$ cat config.mk
export PLATFORM = sky130hd
export DESIGN_NAME = difftest_trap_arbiter
export DESIGN_NICKNAME = d
export VERILOG_FILES = /design/src/rtl/difftest_trap_pkg.sv /design/src/rtl/difftest_rr_arbiter.sv /design/src/rtl/difftest_trap_arbiter.sv
export SDC_FILE = /design/constraint.sdc
export NUM_CORES = 1
export LEC_CHECK = 0
export ABC_CLOCK_PERIOD_IN_PS = 58900
export CAP_MARGIN = 40
export CORE_AREA = 2 2 311 313
export CTS_CLUSTER_SIZE = 25
export DETAILED_ROUTE_END_ITERATION = 7
export DIE_AREA = 0 0 313 315
export GPL_TIMING_DRIVEN = 0
export RECOVER_POWER = 50
export SETUP_SLACK_MARGIN = 0.15
export SKIP_LAST_GASP = 1
export SLEW_MARGIN = 20
export SYNTH_ARGS = -nofsm -noshare
export SYNTH_HDL_FRONTEND = slang
export SYNTH_SLANG_ARGS = --single-unit
$ cat constraint.sdc
create_clock -name clock -period 58.9 [get_ports clock]
set_clock_uncertainty 0.05 [all_clocks]
set_input_delay 11.78 -clock clock [delete_from_list [all_inputs] [get_ports clock]]
set_output_delay 11.78 -clock clock [all_outputs]
set_load 0.01 [all_outputs]
$ cat src/rtl/difftest_trap_pkg.sv
// Shared types and constants for the DifftestTrapEvent arbitration slice.
package difftest_trap_pkg;

    localparam int          CORE_ID_W         = 8;
    localparam logic [63:0] TRAP_TIMEOUT_CODE = 64'h0000_0000_DEAD_0001;

    typedef struct packed {
        logic        hasTrap;
        logic        hasWFI;
        logic [63:0] cycleCnt;
        logic [63:0] instrCnt;
        logic [63:0] code;
        logic [63:0] pc;
    } trap_event_t;

endpackage

$ cat src/rtl/difftest_rr_arbiter.sv
// Combinational round-robin arbiter: the first requester at or after ptr wins,
// wrapping around to index 0.
module difftest_rr_arbiter
    import difftest_trap_pkg::*;
#(
    parameter int N     = 2,
    parameter int PTR_W = (N > 1) ? $clog2(N) : 1
) (
    input  logic [N-1:0]     req,
    input  logic [PTR_W-1:0] ptr,
    output logic [N-1:0]     grant,
    output logic [PTR_W-1:0] grant_idx
);

    logic w_found;

    always_comb begin
        grant     = '0;
        grant_idx = '0;
        w_found   = 1'b0;
        // Upper segment [ptr, N) first, then the wrapped segment [0, ptr).
        for (int j = 0; j < N; j++) begin
            if (!w_found && req[j] && (j >= int'(ptr))) begin
                w_found   = 1'b1;
                grant[j]  = 1'b1;
                grant_idx = PTR_W'(j);
            end
        end
        for (int j = 0; j < N; j++) begin
            if (!w_found && req[j] && (j < int'(ptr))) begin
                w_found   = 1'b1;
                grant[j]  = 1'b1;
                grant_idx = PTR_W'(j);
            end
        end
    end

endmodule

$ cat src/rtl/difftest_trap_arbiter.sv
// Serialises per-core trap/WFI events onto one DifftestTrapEvent sink and tracks halt.
// Optional per-core watchdog enabled by defining DIFFTEST_TRAP_TIMEOUT_EN.
module difftest_trap_arbiter
    import difftest_trap_pkg::*;
#(
    parameter int NUM_CORES      = 2,
    parameter int TIMEOUT_CYCLES = 4096
) (
    input  logic                   clock,
    input  logic                   reset,
    input  logic [NUM_CORES-1:0]   io_in_valid,
    output logic [NUM_CORES-1:0]   io_in_ready,
    input  logic [NUM_CORES-1:0]   io_in_hasTrap,
    input  logic [NUM_CORES-1:0]   io_in_hasWFI,
    input  logic [NUM_CORES*64-1:0] io_in_cycleCnt,
    input  logic [NUM_CORES*64-1:0] io_in_instrCnt,
    input  logic [NUM_CORES*64-1:0] io_in_code,
    input  logic [NUM_CORES*64-1:0] io_in_pc,
    output logic                   out_enable,
    output logic                   out_hasTrap,
    output logic                   out_hasWFI,
    output logic [63:0]            out_cycleCnt,
    output logic [63:0]            out_instrCnt,
    output logic [63:0]            out_code,
    output logic [63:0]            out_pc,
    output logic [CORE_ID_W-1:0]   out_coreid,
    output logic                   all_halted
);

    localparam int PTR_W = (NUM_CORES > 1) ? $clog2(NUM_CORES) : 1;

    if ((NUM_CORES < 1) || (NUM_CORES > 8)) begin : g_bad_num_cores
        $error("NUM_CORES must be in 1..8");
    end
    if (TIMEOUT_CYCLES < 2) begin : g_bad_timeout
        $error("TIMEOUT_CYCLES must be at least 2");
    end

    trap_event_t            w_in_evt   [NUM_CORES];
    trap_event_t            w_slot_din [NUM_CORES];
    trap_event_t            r_slot_p0  [NUM_CORES];
    logic [NUM_CORES-1:0]   r_slot_vld_p0;
    logic [NUM_CORES-1:0]   r_halted;
    logic [NUM_CORES-1:0]   w_load;
    logic [NUM_CORES-1:0]   w_slot_load;
    logic [NUM_CORES-1:0]   w_grant;
    logic [PTR_W-1:0]       r_rr_ptr;
    logic [PTR_W-1:0]       w_grant_idx;
    logic [PTR_W-1:0]       w_ptr_nxt;
    logic                   w_gnt_any;
    trap_event_t            w_gnt_evt;

    logic                   r_out_vld_p1;
    trap_event_t            r_out_evt_p1;
    logic [CORE_ID_W-1:0]   r_out_id_p1;
    logic                   r_all_halted;

    for (genvar i = 0; i < NUM_CORES; i++) begin : g_unpack
        assign w_in_evt[i] = '{
            hasTrap:  io_in_hasTrap[i],
            hasWFI:   io_in_hasWFI[i],
            cycleCnt: io_in_cycleCnt[64*i +: 64],
            instrCnt: io_in_instrCnt[64*i +: 64],
            code:     io_in_code[64*i +: 64],
            pc:       io_in_pc[64*i +: 64]
        };
    end

    // Halted cores stay ready so their commit stages never stall; their events are dropped.
    assign io_in_ready = ~r_slot_vld_p0 | r_halted;
    assign w_load      = io_in_valid & io_in_ready & ~r_halted;

`ifdef DIFFTEST_TRAP_TIMEOUT_EN
    localparam int              WD_W    = $clog2(TIMEOUT_CYCLES) + 1;
    localparam logic [WD_W-1:0] WD_LAST = WD_W'(TIMEOUT_CYCLES - 1);

    logic [WD_W-1:0]      r_wd_cnt   [NUM_CORES];
    logic [63:0]          r_last_pc  [NUM_CORES];
    logic [63:0]          r_last_cyc [NUM_CORES];
    logic [63:0]          r_last_ins [NUM_CORES];
    logic [NUM_CORES-1:0] w_accept;
    logic [NUM_CORES-1:0] w_wd_fire;

    assign w_accept = io_in_valid & io_in_ready;

    for (genvar i = 0; i < NUM_CORES; i++) begin : g_wd
        assign w_wd_fire[i] = (r_wd_cnt[i] == WD_LAST) & ~r_slot_vld_p0[i]
                            & ~io_in_valid[i] & ~r_halted[i];
        assign w_slot_din[i] = w_load[i] ? w_in_evt[i] : '{
            hasTrap:  1'b1,
            hasWFI:   1'b0,
            cycleCnt: r_last_cyc[i],
            instrCnt: r_last_ins[i],
            code:     TRAP_TIMEOUT_CODE,
            pc:       r_last_pc[i]
        };
    end

    assign w_slot_load = w_load | w_wd_fire;

    always_ff @(posedge clock or posedge reset) begin
        if (reset) begin
            for (int i = 0; i < NUM_CORES; i++) begin
                r_wd_cnt[i]   <= '0;
                r_last_pc[i]  <= '0;
                r_last_cyc[i] <= '0;
                r_last_ins[i] <= '0;
            end
        end else begin
            for (int i = 0; i < NUM_CORES; i++) begin
                // Counter saturates at the limit so a busy slot defers, not loses, the timeout.
                if (w_accept[i] || w_wd_fire[i]) begin
                    r_wd_cnt[i] <= '0;
                end else if (!r_halted[i] && (r_wd_cnt[i] != WD_LAST)) begin
                    r_wd_cnt[i] <= r_wd_cnt[i] + WD_W'(1);
                end
                if (w_load[i]) begin
                    r_last_pc[i]  <= w_in_evt[i].pc;
                    r_last_cyc[i] <= w_in_evt[i].cycleCnt;
                    r_last_ins[i] <= w_in_evt[i].instrCnt;
                end
            end
        end
    end
`else
    for (genvar i = 0; i < NUM_CORES; i++) begin : g_din
        assign w_slot_din[i] = w_in_evt[i];
    end

    assign w_slot_load = w_load;
`endif

    difftest_rr_arbiter #(
        .N     (NUM_CORES),
        .PTR_W (PTR_W)
    ) u_rr_arbiter (
        .req       (r_slot_vld_p0),
        .ptr       (r_rr_ptr),
        .grant     (w_grant),
        .grant_idx (w_grant_idx)
    );

    assign w_gnt_any = |w_grant;
    assign w_gnt_evt = r_slot_p0[w_grant_idx];
    assign w_ptr_nxt = (w_grant_idx == PTR_W'(NUM_CORES - 1)) ? '0 : w_grant_idx + PTR_W'(1);

    // Stage p0: holding slots (payload only written on load, valid bit carries state).
    always_ff @(posedge clock) begin
        for (int i = 0; i < NUM_CORES; i++) begin
            if (w_slot_load[i]) begin
                r_slot_p0[i] <= w_slot_din[i];
            end
        end
    end

    // Stage p1: grant edge updates slots, halt, pointer and the sink registers together.
    always_ff @(posedge clock or posedge reset) begin
        if (reset) begin
            r_slot_vld_p0 <= '0;
            r_halted      <= '0;
            r_rr_ptr      <= '0;
            r_all_halted  <= 1'b0;
            r_out_vld_p1  <= 1'b0;
            r_out_evt_p1  <= '0;
            r_out_id_p1   <= '0;
        end else begin
            r_slot_vld_p0 <= (r_slot_vld_p0 & ~w_grant) | w_slot_load;
            r_halted      <= r_halted | (w_grant & {NUM_CORES{w_gnt_evt.hasTrap}});
            r_all_halted  <= &r_halted;
            r_out_vld_p1  <= w_gnt_any;
            if (w_gnt_any) begin
                r_rr_ptr     <= w_ptr_nxt;
                r_out_evt_p1 <= w_gnt_evt;
                r_out_id_p1  <= CORE_ID_W'(w_grant_idx);
            end
        end
    end

    assign out_enable   = r_out_vld_p1;
    assign out_hasTrap  = r_out_evt_p1.hasTrap;
    assign out_hasWFI   = r_out_evt_p1.hasWFI;
    assign out_cycleCnt = r_out_evt_p1.cycleCnt;
    assign out_instrCnt = r_out_evt_p1.instrCnt;
    assign out_code     = r_out_evt_p1.code;
    assign out_pc       = r_out_evt_p1.pc;
    assign out_coreid   = r_out_id_p1;
    assign all_halted   = r_all_halted;

endmodule

==> impl_summary.txt, run 1 <==
----------------------------------------------------
[STA]
  Tmin final ... 18.12 ns
  Max Transition Viols Final ... 184
  Max-Slew Margin vs Limit ... -2.48
  Setup_tns ... 0 ns
  Fmax ... 55.2 MHz
  Count of endpoints failing hold in the final timing report ... 0
  RSZ-0062 raised after global routing ... false
  Period utilization ... 0.308
  Transition time at the pin with the least slew margin ... 5.22 ns
  Total setup violations reported at the end of the flow ... 0

[Synthesis]
  Mean post-synth cell area ... 17.3 µm²
  Proportion of synthesized chip area in sequential cells ... 0.742
  Cell type with the highest aggregate area in the netlist ... sky130_fd_sc_hd__edfxtp_1
  Post-synth top area share ... 0.519
  Post-synthesis instance area ... 29900 µm²
  Yosys warns ... 0
  Leading post-synthesis cells by cell area ... sky130_fd_sc_hd__edfxtp_1 52%, sky130_fd_sc_hd__dfrtp_1 22%, sky130_fd_sc_hd__o221a_1 7.7%
  Unique masters post-synth ... 23
  Post-synthesis instance total ... 1727
  Synthesized flop and latch total ... 782

[CTS]
  TritonCTS sink count ... 782
  Post-CTS Resized ... 0
  TritonCTS Buffers ... 88
  Clock H-tree levels ... 3
  CTS Buffer Depth ... 3
  Number of hold-repair buffers added at the cts stage ... 0
  Clock-pin slew on the worst setup and hold paths ... 0.07 ns
  CTS tree ... yes
  Setup repair bufs after CTS ... 0
  Clock root buffer ... sky130_fd_sc_hd__clkbuf_16
  Clock insertion delay at the later pin of the skew report ... 0.65 ns

[Detailed routing]
  Iteration count of the initial detailed-routing pass ... 5
  Number of DRC violations after detailed routing ... 0
  Post-route antenna net violation count ... 0
  Average wire length per cell after detail routing ... 25.4 µm
  Total wirelength of the detailed-routed design ... 103000 µm
  Vias per cell ... 5.04
  DR iter-0 viols ... 1503
  Vias after detailed routing ... 20.4k

[Global routing]
  Total congestion overflow after global routing ... 0
  Via count of the first global-routing pass ... 21.5k
  Initial antenna violation count ... 63
  Met1 track demand over resource ... 0.243
  Met3 global-route usage ... 0.0537
  First-pass GRT wire length ... 147000 µm
  Met2 demand-to-capacity share in global routing ... 0.344
  Busiest layer in global routing ... met2
  All-Layer GR Usage ... 0.201
  Largest net degree at the start of global routing ... 88

[Floorplan]
  Ports placed on the boundary ... 790
  FP Rows ... 114
  Die Wd ... 313 µm
  Standard cell core area ... 95700 µm²
  Initial cell density of the core ... 0.312
  Vertical extent of the die ... 315 µm
  Die area ... 98600 µm²

[Placement]
  Half-perimeter wire length of the detailed placement result ... 75400 µm
  Last weighted congestion value of the routability-driven placer ... 0.873
  Buffers on Ports ... 782

[Setup path]
  R2R Setup Slk ... 54.60 ns
  CP Capture Type ... asynchronous set/reset pin
  Category of cells accounting for the largest share of critical-path delay ... buffers and inverters
  Max incr delay on CP ... 3.64 ns
  Crit path required time ... 58.34 ns
  CP Data Arrival Time ... 17.56 ns
  Worst-path fanout max ... 81
  Startpoint kind of the worst setup timing path ... input port
  Worst path cell trace ... dlygate4sd3_1 -> clkinvlp_2 -> clkbuf_1
  Slowest stage cell on the critical path ... sky130_fd_sc_hd__clkbuf_1
  Count of buffering cells on the critical path with inverters included ... 3
  Worst Path Class, Setup ... in2async

[Status]
  Violated checks ... capacitance limit, slew limit
  Status ... finished, violations left

[Layout]
  Number of nets in the layout ... 3189
  Share of cells above drive strength 1 ... 0.122
  Area overhead of the layout relative to synthesis ... 44.0%
  Post-layout utilization of the core ... 0.449
  Number of fill cells in the layout ... 8431

[Pwr]
  Cell leakage power ... 16.4 nW
  Pwr dens ... 49.9 nW/µm²
  Worst supply voltage drop on vdd ... 0.0000256 V

[Run]
  Max-cap violations ... 3

[Hold path]
  Worst min-delay path class ... reg2reg

----------------------------------------------------
[cells in the final DEF (no fill, tap or decap)]
cell type	count
sky130_fd_sc_hd__dlygate4sd3_1	518
sky130_fd_sc_hd__edfxtp_1	516
sky130_fd_sc_hd__dfrtp_1	266
sky130_fd_sc_hd__clkdlybuf4s50_1	264
sky130_fd_sc_hd__nor2b_1	258
sky130_fd_sc_hd__a211o_1	258
sky130_fd_sc_hd__o221a_1	205
sky130_fd_sc_hd__clkbuf_16	93
sky130_fd_sc_hd__clkbuf_1	86
sky130_fd_sc_hd__buf_2	65
sky130_fd_sc_hd__o221a_2	53
sky130_fd_sc_hd__buf_4	36
sky130_fd_sc_hd__buf_6	30
sky130_fd_sc_hd__diode_2	29
sky130_fd_sc_hd__clkinv_2	16
sky130_fd_sc_hd__clkinv_1	12
sky130_fd_sc_hd__bufinv_16	11
sky130_fd_sc_hd__buf_8	11
sky130_fd_sc_hd__clkbuf_8	8
sky130_fd_sc_hd__buf_1	7
sky130_fd_sc_hd__conb_1	7
sky130_fd_sc_hd__nand2b_1	3
sky130_fd_sc_hd__a31o_2	3
sky130_fd_sc_hd__inv_6	3
sky130_fd_sc_hd__clkinvlp_4	3
sky130_fd_sc_hd__nand2_1	2
sky130_fd_sc_hd__inv_1	2
sky130_fd_sc_hd__o21ai_0	2
sky130_fd_sc_hd__or2_2	1
sky130_fd_sc_hd__nor3b_4	1
sky130_fd_sc_hd__a31o_1	1
sky130_fd_sc_hd__nor3b_1	1
sky130_fd_sc_hd__and2_0	1
sky130_fd_sc_hd__clkinvlp_2	1
sky130_fd_sc_hd__buf_16	1
[worst register-to-register path, cell delays in order (launching register included)]
cell	delay, ns
sky130_fd_sc_hd__dfrtp_1	0.38
sky130_fd_sc_hd__buf_6	0.17
sky130_fd_sc_hd__clkbuf_1	0.49
sky130_fd_sc_hd__buf_6	0.38
sky130_fd_sc_hd__clkbuf_1	0.40
sky130_fd_sc_hd__nor3b_4	0.76
sky130_fd_sc_hd__buf_8	0.24
sky130_fd_sc_hd__buf_8	0.16
sky130_fd_sc_hd__buf_6	0.20
sky130_fd_sc_hd__buf_8	0.20
sky130_fd_sc_hd__buf_6	0.20
sky130_fd_sc_hd__buf_6	0.19
sky130_fd_sc_hd__buf_8	0.17
[synth_stat cells]
master / n
sky130_fd_sc_hd__a31o_1: 1
sky130_fd_sc_hd__nand2_4: 1
sky130_fd_sc_hd__nand2_1: 1
sky130_fd_sc_hd__nand2b_1: 3
sky130_fd_sc_hd__and2_1: 1
sky130_fd_sc_hd__clkbuf_1: 32
sky130_fd_sc_hd__a31o_2: 3
sky130_fd_sc_hd__a211o_1: 258
sky130_fd_sc_hd__conb_1: 1
sky130_fd_sc_hd__or2_2: 1
sky130_fd_sc_hd__edfxtp_1: 516
sky130_fd_sc_hd__buf_1: 7
sky130_fd_sc_hd__inv_1: 3
sky130_fd_sc_hd__dfrtp_1: 266
sky130_fd_sc_hd__o21ai_0: 2
sky130_fd_sc_hd__o221a_2: 53
sky130_fd_sc_hd__o221a_1: 205
sky130_fd_sc_hd__nor2b_1: 258
sky130_fd_sc_hd__buf_2: 92
sky130_fd_sc_hd__buf_4: 12
sky130_fd_sc_hd__nor3b_2: 1
sky130_fd_sc_hd__nor3b_1: 1
sky130_fd_sc_hd__buf_6: 9
[cell type report]
class / instances / area (µm²) / share of cell area
diodes: 29 / 72.6 / 0.00169
flip-flops and latches: 782 / 22200 / 0.515
inverters: 3 / 12.5 / 0.000291
clock buffers: 121 / 2510 / 0.0584
well taps: 1276 / 1600 / 0.0371
clock inverters: 45 / 504 / 0.0117
repair buffers: 846 / 8490 / 0.198
plain buffers: 152 / 734 / 0.0171
multi-input cells: 796 / 6920 / 0.161
[per-stage QoR]
stage               total power [mW]  setup slack, ns  area (µm²)  instances  hold WS [ns]
floorplan                       1.23            27.43       29900       1733         0.421
global placement                1.60            13.81       39300       3791         0.443
detailed placement              1.59            43.56       40000       3855         0.449
CTS                             2.17            44.25       43100       4021         0.459
global route                    2.24            39.72       43000       4040         0.471
finish                          2.14            40.78       43000       4050         0.455
[final timing paths]
check / startpoint / to / cells past startpoint
hold reg to reg: r_slot_p0[1][100] / out_code[36] / 1
setup / recovery: reset / out_cycleCnt[3] / 3
min in group asynchronous: reset / out_code[10] / 2
hold / removal: r_slot_p0[1][100] / out_code[36] / 1
max in group clock: r_slot_vld_p0[0] / io_in_ready[0] / 6
setup reg to reg: r_slot_vld_p0[0] / r_slot_p0[0][52] / 12
[logic make-up (layout without fill, tap and decap cells)]
kind of cell / count (synthesis) / in the layout / synth area share
buf+inv: 155 / 1167 / 0.0271
compound gates: 522 / 522 / 0.175
simple gates: 267 / 267 / 0.0563
flops: 782 / 782 / 0.742
other cells: 1 / 36 / 0.000126
[layer usage]
layer / share of wire / up-vias
met1: 0.40 / 10400
met2: 0.50 / 897
met4: 0.030 / 24
li1: - / 8902
met5: 0.0017 / -
met3: 0.070 / 216
[state kept, by name, indices dropped and copies added, names as in the netlist]
register / cells
out_enable: 1
r_slot_vld_p0: 2
out_code: 64
out_cycleCnt: 64
r_slot_p0: 516
r_halted: 2
all_halted: 1
out_pc: 64
out_instrCnt: 64
out_hasWFI: 1
out_coreid: 1
out_hasTrap: 1
r_rr_ptr: 1
[report_power, final]
part / internal, mW / switching, mW
combinational: 0.420 / 0.337
sequential: 0.739 / 0.0733
clock: 0.347 / 0.228
Note: power is estimated with default switching activity, not from simulation.
==> run 2: changes to the inputs <==
Settings changed: ABC_CLOCK_PERIOD_IN_PS 58900 to 16000.
Clock period 58.9 ns to 16 ns, I/O delays scaled along.
==> run 2 against run 1 <==
The run still ends with capacitance limit, slew limit left. Final cell count shrank 0.49%. Register-to-register slack lost 44 ns. Clock power grew to 3.5 times the previous value. Total power grew to 3.6 times the previous value. Largest power group unchanged. Worst setup slack lost 33 ns.
==> impl_summary.txt, run 2 (synthesis gave the netlist of run 1 again) <==
----------------------------------------------------
[STA]
  Total setup violations reported at the end of the flow ... 0
  Max-Slew Margin vs Limit ... -1.23
  Fmax ... 126 MHz
  Transition time at the pin with the least slew margin ... 3.32 ns
  RSZ-0062 raised after global routing ... false
  Count of endpoints failing hold in the final timing report ... 0
  Tmin final ... 7.91 ns
  Max Transition Viols Final ... 111
  Period utilization ... 0.495

[Setup path]
  R2r worst-path depth ... 12
  Worst reg2reg endpoint ... r_slot_p0[0][114]
  Worst Path Class, Setup ... in2async
  Worst-path fanout max ... 64
  Worst r2r src ... r_slot_vld_p0[0]
  Crit path required time ... 16.02 ns
  CP Capture Type ... asynchronous set/reset pin
  CP Data Arrival Time ... 7.94 ns
  R2R Setup Slk ... 11.07 ns
  Startpoint kind of the worst setup timing path ... input port

[CTS]
  TritonCTS sink count ... 782
  Post-CTS Resized ... 0
  Clock-pin slew on the worst setup and hold paths ... 0.06 ns
  Clock H-tree levels ... 3
  Setup repair bufs after CTS ... 0
  Clock insertion delay at the later pin of the skew report ... 0.65 ns
  CTS tree ... yes
  TritonCTS Buffers ... 86
  Number of hold-repair buffers added at the cts stage ... 0
  Clock root buffer ... sky130_fd_sc_hd__clkbuf_16
  CTS Buffer Depth ... 3

[Floorplan]
  Vertical extent of the die ... 315 µm
  Initial cell density of the core ... 0.312
  Die area ... 98600 µm²
  FP Rows ... 114
  Die Wd ... 313 µm
  Standard cell core area ... 95700 µm²
  Ports placed on the boundary ... 790

[Layout]
  Max FFs per register ... 516
  Area overhead of the layout relative to synthesis ... 43.4%
  Number of nets in the layout ... 3171
  Number of standard cells in the layout, taps in and fillers out ... 4030
  Register with the most flip-flops ... r_slot_p0
  Most common cell after layout, fill and taps aside ... sky130_fd_sc_hd__dlygate4sd3_1
  Fin area ... 42800 µm²
  Leading cell types in the layout, fill and taps excluded ... 519 x sky130_fd_sc_hd__dlygate4sd3_1, 516 x sky130_fd_sc_hd__edfxtp_1, 266 x sky130_fd_sc_hd__dfrtp_1
  Share of cells above drive strength 1 ... 0.117
  Number of fill cells in the layout ... 8365

[Hold path]
  Worst min-delay path class ... reg2reg
  Worst hold start ... r_slot_p0[1][168]
  Hold-critical path depth ... 1
  Capture endpoint of the worst hold path ... out_instrCnt[40]

[Placement]
  Buffers on Ports ... 782
  Inst Count DP ... 3839
  Last weighted congestion value of the routability-driven placer ... 0.859
  Placed Area ... 40000 µm²
  Half-perimeter wire length of the detailed placement result ... 75400 µm

[Detailed routing]
  DR iter-0 viols ... 1668
  Number of DRC violations after detailed routing ... 0
  Average wire length per cell after detail routing ... 25.5 µm
  Total wirelength of the detailed-routed design ... 103000 µm
  Vias per cell ... 5.06
  Vias after detailed routing ... 20.4k
  Iteration count of the initial detailed-routing pass ... 5
  Post-route antenna net violation count ... 0

[Global routing]
  Total congestion overflow after global routing ... 0
  All-Layer GR Usage ... 0.203
  Initial antenna violation count ... 63
  Via count of the first global-routing pass ... 21.2k
  Largest net degree at the start of global routing ... 85
  First-pass GRT wire length ... 147000 µm

[Status]
  Violated checks ... capacitance limit, slew limit
  Status ... finished, violations left

[Pwr]
  Total Power Consumption ... 7.80 mW
  Worst supply voltage drop on vdd ... 0.0000821 V
  Cell leakage power ... 16.3 nW
  Pwr dens ... 182 nW/µm²

[Run]
  Max-cap violations ... 2

----------------------------------------------------
==> run 2: cell types whose count changed in the layout (fill, tap and decap cells not counted), sizes merged, moves of 3 or more <==
cell and delta:
buf -15, clkinv -7, bufinv -4, clkbuf +4, diode +3
==> run 2: worst max-delay path by stage <==
stage	to	cells past startpoint	from	slack, ns
after floorplan	r_slot_p0[1][0]	1	io_in_valid[1]	2.28
after global placement	r_slot_p0[0][114]	2	io_in_valid[0]	-5.65
after detailed placement	r_slot_p0[1][85]	10	io_in_valid[1]	9.87
after CTS	io_in_ready[0]	6	r_slot_vld_p0[0]	9.93
after global routing	out_code[17]	3	reset	7.02
final	out_code[17]	3	reset	8.09
==> run 2: worst max-delay path, cell delays in order <==
cell,delay (ns)
sky130_fd_sc_hd__dlygate4sd3_1,0.55
sky130_fd_sc_hd__clkinvlp_2,1.86
sky130_fd_sc_hd__clkbuf_1,2.25
==> run 2: area by class of cell <==
cell class              instances  area (µm²)  area share
multi-input cells             796        6900       0.161
inverters                       3        12.5    0.000292
well taps                    1276        1600      0.0373
diodes                         32        80.1     0.00187
repair buffers                830        8450       0.197
plain buffers                 152         734      0.0172
clock buffers                 126        2530      0.0590
flip-flops and latches        782       22200       0.517
clock inverters                33         367     0.00856
==> run 2: per-layer routing <==
metal  vias to the layer above  track usage  part of all wire
met5                         -            0            0.0016
met4                        24       0.0767             0.031
met3                       214       0.0518             0.075
met2                       865        0.340              0.50
met1                     10400        0.253              0.40
li1                       8872            -                 -
==> run 2: stage by stage <==
step | hold slack (ns) | util | TNS (ns) | setup slack, ns
5_1_grt | 0.468 | 0.447 | 0 | 7.02
2_1_floorplan | 0.441 | - | 0 | 2.28
4_1_cts | 0.448 | 0.448 | 0 | 9.93
6_report | 0.444 | 0.447 | 0 | 8.09
3_3_place_gp | 0.443 | 0.411 | -2853.16 | -5.65
3_5_place_dp | 0.448 | 0.418 | 0 | 9.87
==> run 2: power by group <==
group	leakage (nW)	switching [mW]	internal, mW
sequential	7.83	0.268	2.72
clock	1.42	0.826	1.21
combinational	7.03	1.24	1.54
==> run 3: changes to the inputs <==
Settings changed: ABC_CLOCK_PERIOD_IN_PS 16000 to 6700.
Clock period 16 ns to 6.7 ns, I/O delays scaled along.
==> run 3 against run 2 <==
The flow still finishes with violations (capacitance limit, slew limit). Die area stayed put. Sequential share of layout area is 0.25 points lower. Register-to-register slack worse by 8.2 ns. Largest power group unchanged.
==> impl_summary.txt, run 3 (synthesis gave the netlist of run 1 again) <==
----------------------------------------------------
[Floorplan]
  Die Wd ... 313 µm
  Die area ... 98600 µm²
  Vertical extent of the die ... 315 µm
  Standard cell core area ... 95700 µm²
  Ports placed on the boundary ... 790
  FP Rows ... 114
  Initial cell density of the core ... 0.312

[Pwr]
  Cell leakage power ... 16.4 nW
  Worst supply voltage drop on vdd ... 0.000235 V
  Part of the total power dissipated in the clock network ... 0.264
  Total internal power ... 13.1 mW
  Pwr dens ... 436 nW/µm²
  Logic gate share of total power ... 0.356
  Switching power total ... 5.68 mW
  Fraction of power spent switching nets ... 0.302
  Flop pwr share ... 0.380

[CTS]
  Clock-pin slew on the worst setup and hold paths ... 0.06 ns
  CTS Buffer Depth ... 3
  CTS tree ... yes
  Number of hold-repair buffers added at the cts stage ... 0
  TritonCTS Buffers ... 88
  Setup repair bufs after CTS ... 0
  Clock insertion delay at the later pin of the skew report ... 0.67 ns
  Clock H-tree levels ... 3
  Post-CTS Resized ... 0
  TritonCTS sink count ... 782
  Clock root buffer ... sky130_fd_sc_hd__clkbuf_16

[Global routing]
  Initial antenna violation count ... 70
  First-pass GRT wire length ... 149000 µm
  Via count of the first global-routing pass ... 21.7k
  Total congestion overflow after global routing ... 0
  Largest net degree at the start of global routing ... 28
  All-Layer GR Usage ... 0.205

[Layout]
  Max FFs per register ... 516
  Share of cells above drive strength 1 ... 0.121
  Area overhead of the layout relative to synthesis ... 44.1%
  Most common cell after layout, fill and taps aside ... sky130_fd_sc_hd__dlygate4sd3_1
  Number of standard cells in the layout, taps in and fillers out ... 4046
  Register with the most flip-flops ... r_slot_p0
  Leading cell types in the layout, fill and taps excluded ... 518 x sky130_fd_sc_hd__dlygate4sd3_1, 516 x sky130_fd_sc_hd__edfxtp_1, 266 x sky130_fd_sc_hd__dfrtp_1
  Number of nets in the layout ... 3181

[Detailed routing]
  Iteration count of the initial detailed-routing pass ... 5
  Average wire length per cell after detail routing ... 25.7 µm
  Post-route antenna net violation count ... 0
  Total wirelength of the detailed-routed design ... 104000 µm
  Vias per cell ... 5.05
  Number of DRC violations after detailed routing ... 0
  Vias after detailed routing ... 20.4k
  DR iter-0 viols ... 1528

[Setup path]
  Startpoint kind of the worst setup timing path ... flop
  Worst r2r src ... r_slot_vld_p0[0]
  R2r worst-path depth ... 10
  Worst Path Class, Setup ... reg2out
  Beginning of the critical path ... r_slot_vld_p0[0]
  CP Data Arrival Time ... 3.75 ns
  Worst reg2reg endpoint ... r_slot_p0[0][150]
  Worst setup path endpoint ... io_in_ready[0]
  Crit path required time ... 5.31 ns
  Worst-path fanout max ... 11
  R2R Setup Slk ... 2.86 ns
  CP Capture Type ... primary output

[STA]
  Count of endpoints failing hold in the final timing report ... 0
  Total setup violations reported at the end of the flow ... 0
  Max Transition Viols Final ... 104
  RSZ-0062 raised after global routing ... false
  Tmin final ... 5.14 ns
  Worst hold margin ... 0.460 ns
  Max-Slew Margin vs Limit ... -0.263
  Transition time at the pin with the least slew margin ... 1.89 ns
  Period utilization ... 0.768
  Fmax ... 194 MHz

[Placement]
  Inst Count DP ... 3847
  Buffers on Ports ... 782
  Last weighted congestion value of the routability-driven placer ... 0.891
  Half-perimeter wire length of the detailed placement result ... 77800 µm

[Hold path]
  Worst min-delay path class ... reg2reg

[Status]
  Violated checks ... capacitance limit, slew limit
  Status ... finished, violations left

[Run]
  Max-cap violations ... 4

----------------------------------------------------
run 3: power by group through the flow:
stage,clock network (mW),logic (mW),registers [mW]
after global routing,5.25,7.14,7.25
final,4.95,6.69,7.14
after floorplan,0,3.10,7.53
after global placement,0,6.47,7.37
after detailed placement,0,6.80,7.20
after CTS,5.06,6.84,7.14
run 3: layout make-up:
type	count	area (µm²)
repair buffers	838	8560
plain buffers	152	737
well taps	1276	1600
clock inverters	49	548
inverters	3	12.5
clock buffers	116	2420
diodes	34	85.1
fillers	8418	52700
flip-flops and latches	782	22200
multi-input cells	796	6920
run 3: metal layers:
| metal | vias up | track usage | part of all wire |
|---|---|---|---|
| li1 | 8889 | - | - |
| met1 | 10400 | 0.253 | 0.39 |
| met2 | 868 | 0.346 | 0.50 |
| met3 | 223 | 0.0505 | 0.070 |
| met4 | 20 | 0.0773 | 0.033 |
| met5 | - | 0 | 0.0011 |
run 3: worst min-delay path by stage:
stage,slack [ns],cells past startpoint,startpoint,endpoint
after global routing,0.47,1,r_slot_p0[1][221],out_cycleCnt[29]
final,0.46,1,r_slot_p0[1][210],out_cycleCnt[18]
after global placement,0.44,1,r_slot_p0[1][113],out_code[49]
after CTS,0.46,1,r_slot_p0[1][221],out_cycleCnt[29]
after floorplan,0.44,1,r_slot_p0[1][86],out_code[22]
after detailed placement,0.45,1,r_slot_p0[1][5],out_pc[5]
run 3: metrics by stage:
step | area [µm²] | utilization | worst slack (ns) | total power [mW] | setup TNS (ns)
5_1_grt | 43000 | 0.449 | 1.28 | 19.6 | 0
6_report | 43000 | 0.450 | 1.56 | 18.8 | 0
3_3_place_gp | 39300 | 0.411 | -6.69 | 13.8 | -3689.65
2_1_floorplan | 29900 | - | -1.68 | 10.6 | -869.80
3_5_place_dp | 40200 | 0.420 | 2.58 | 14.0 | 0
4_1_cts | 43100 | 0.451 | 2.53 | 19.0 | 0
run 3: worst max-delay path, stage by stage (launching register included):
cell                              delay [ns]
sky130_fd_sc_hd__dfrtp_1                0.35
sky130_fd_sc_hd__buf_6                  0.19
sky130_fd_sc_hd__clkbuf_1               0.87
sky130_fd_sc_hd__buf_6                  0.27
sky130_fd_sc_hd__clkbuf_1               0.70
sky130_fd_sc_hd__nand2b_1               0.12
sky130_fd_sc_hd__clkdlybuf4s50_1        0.56
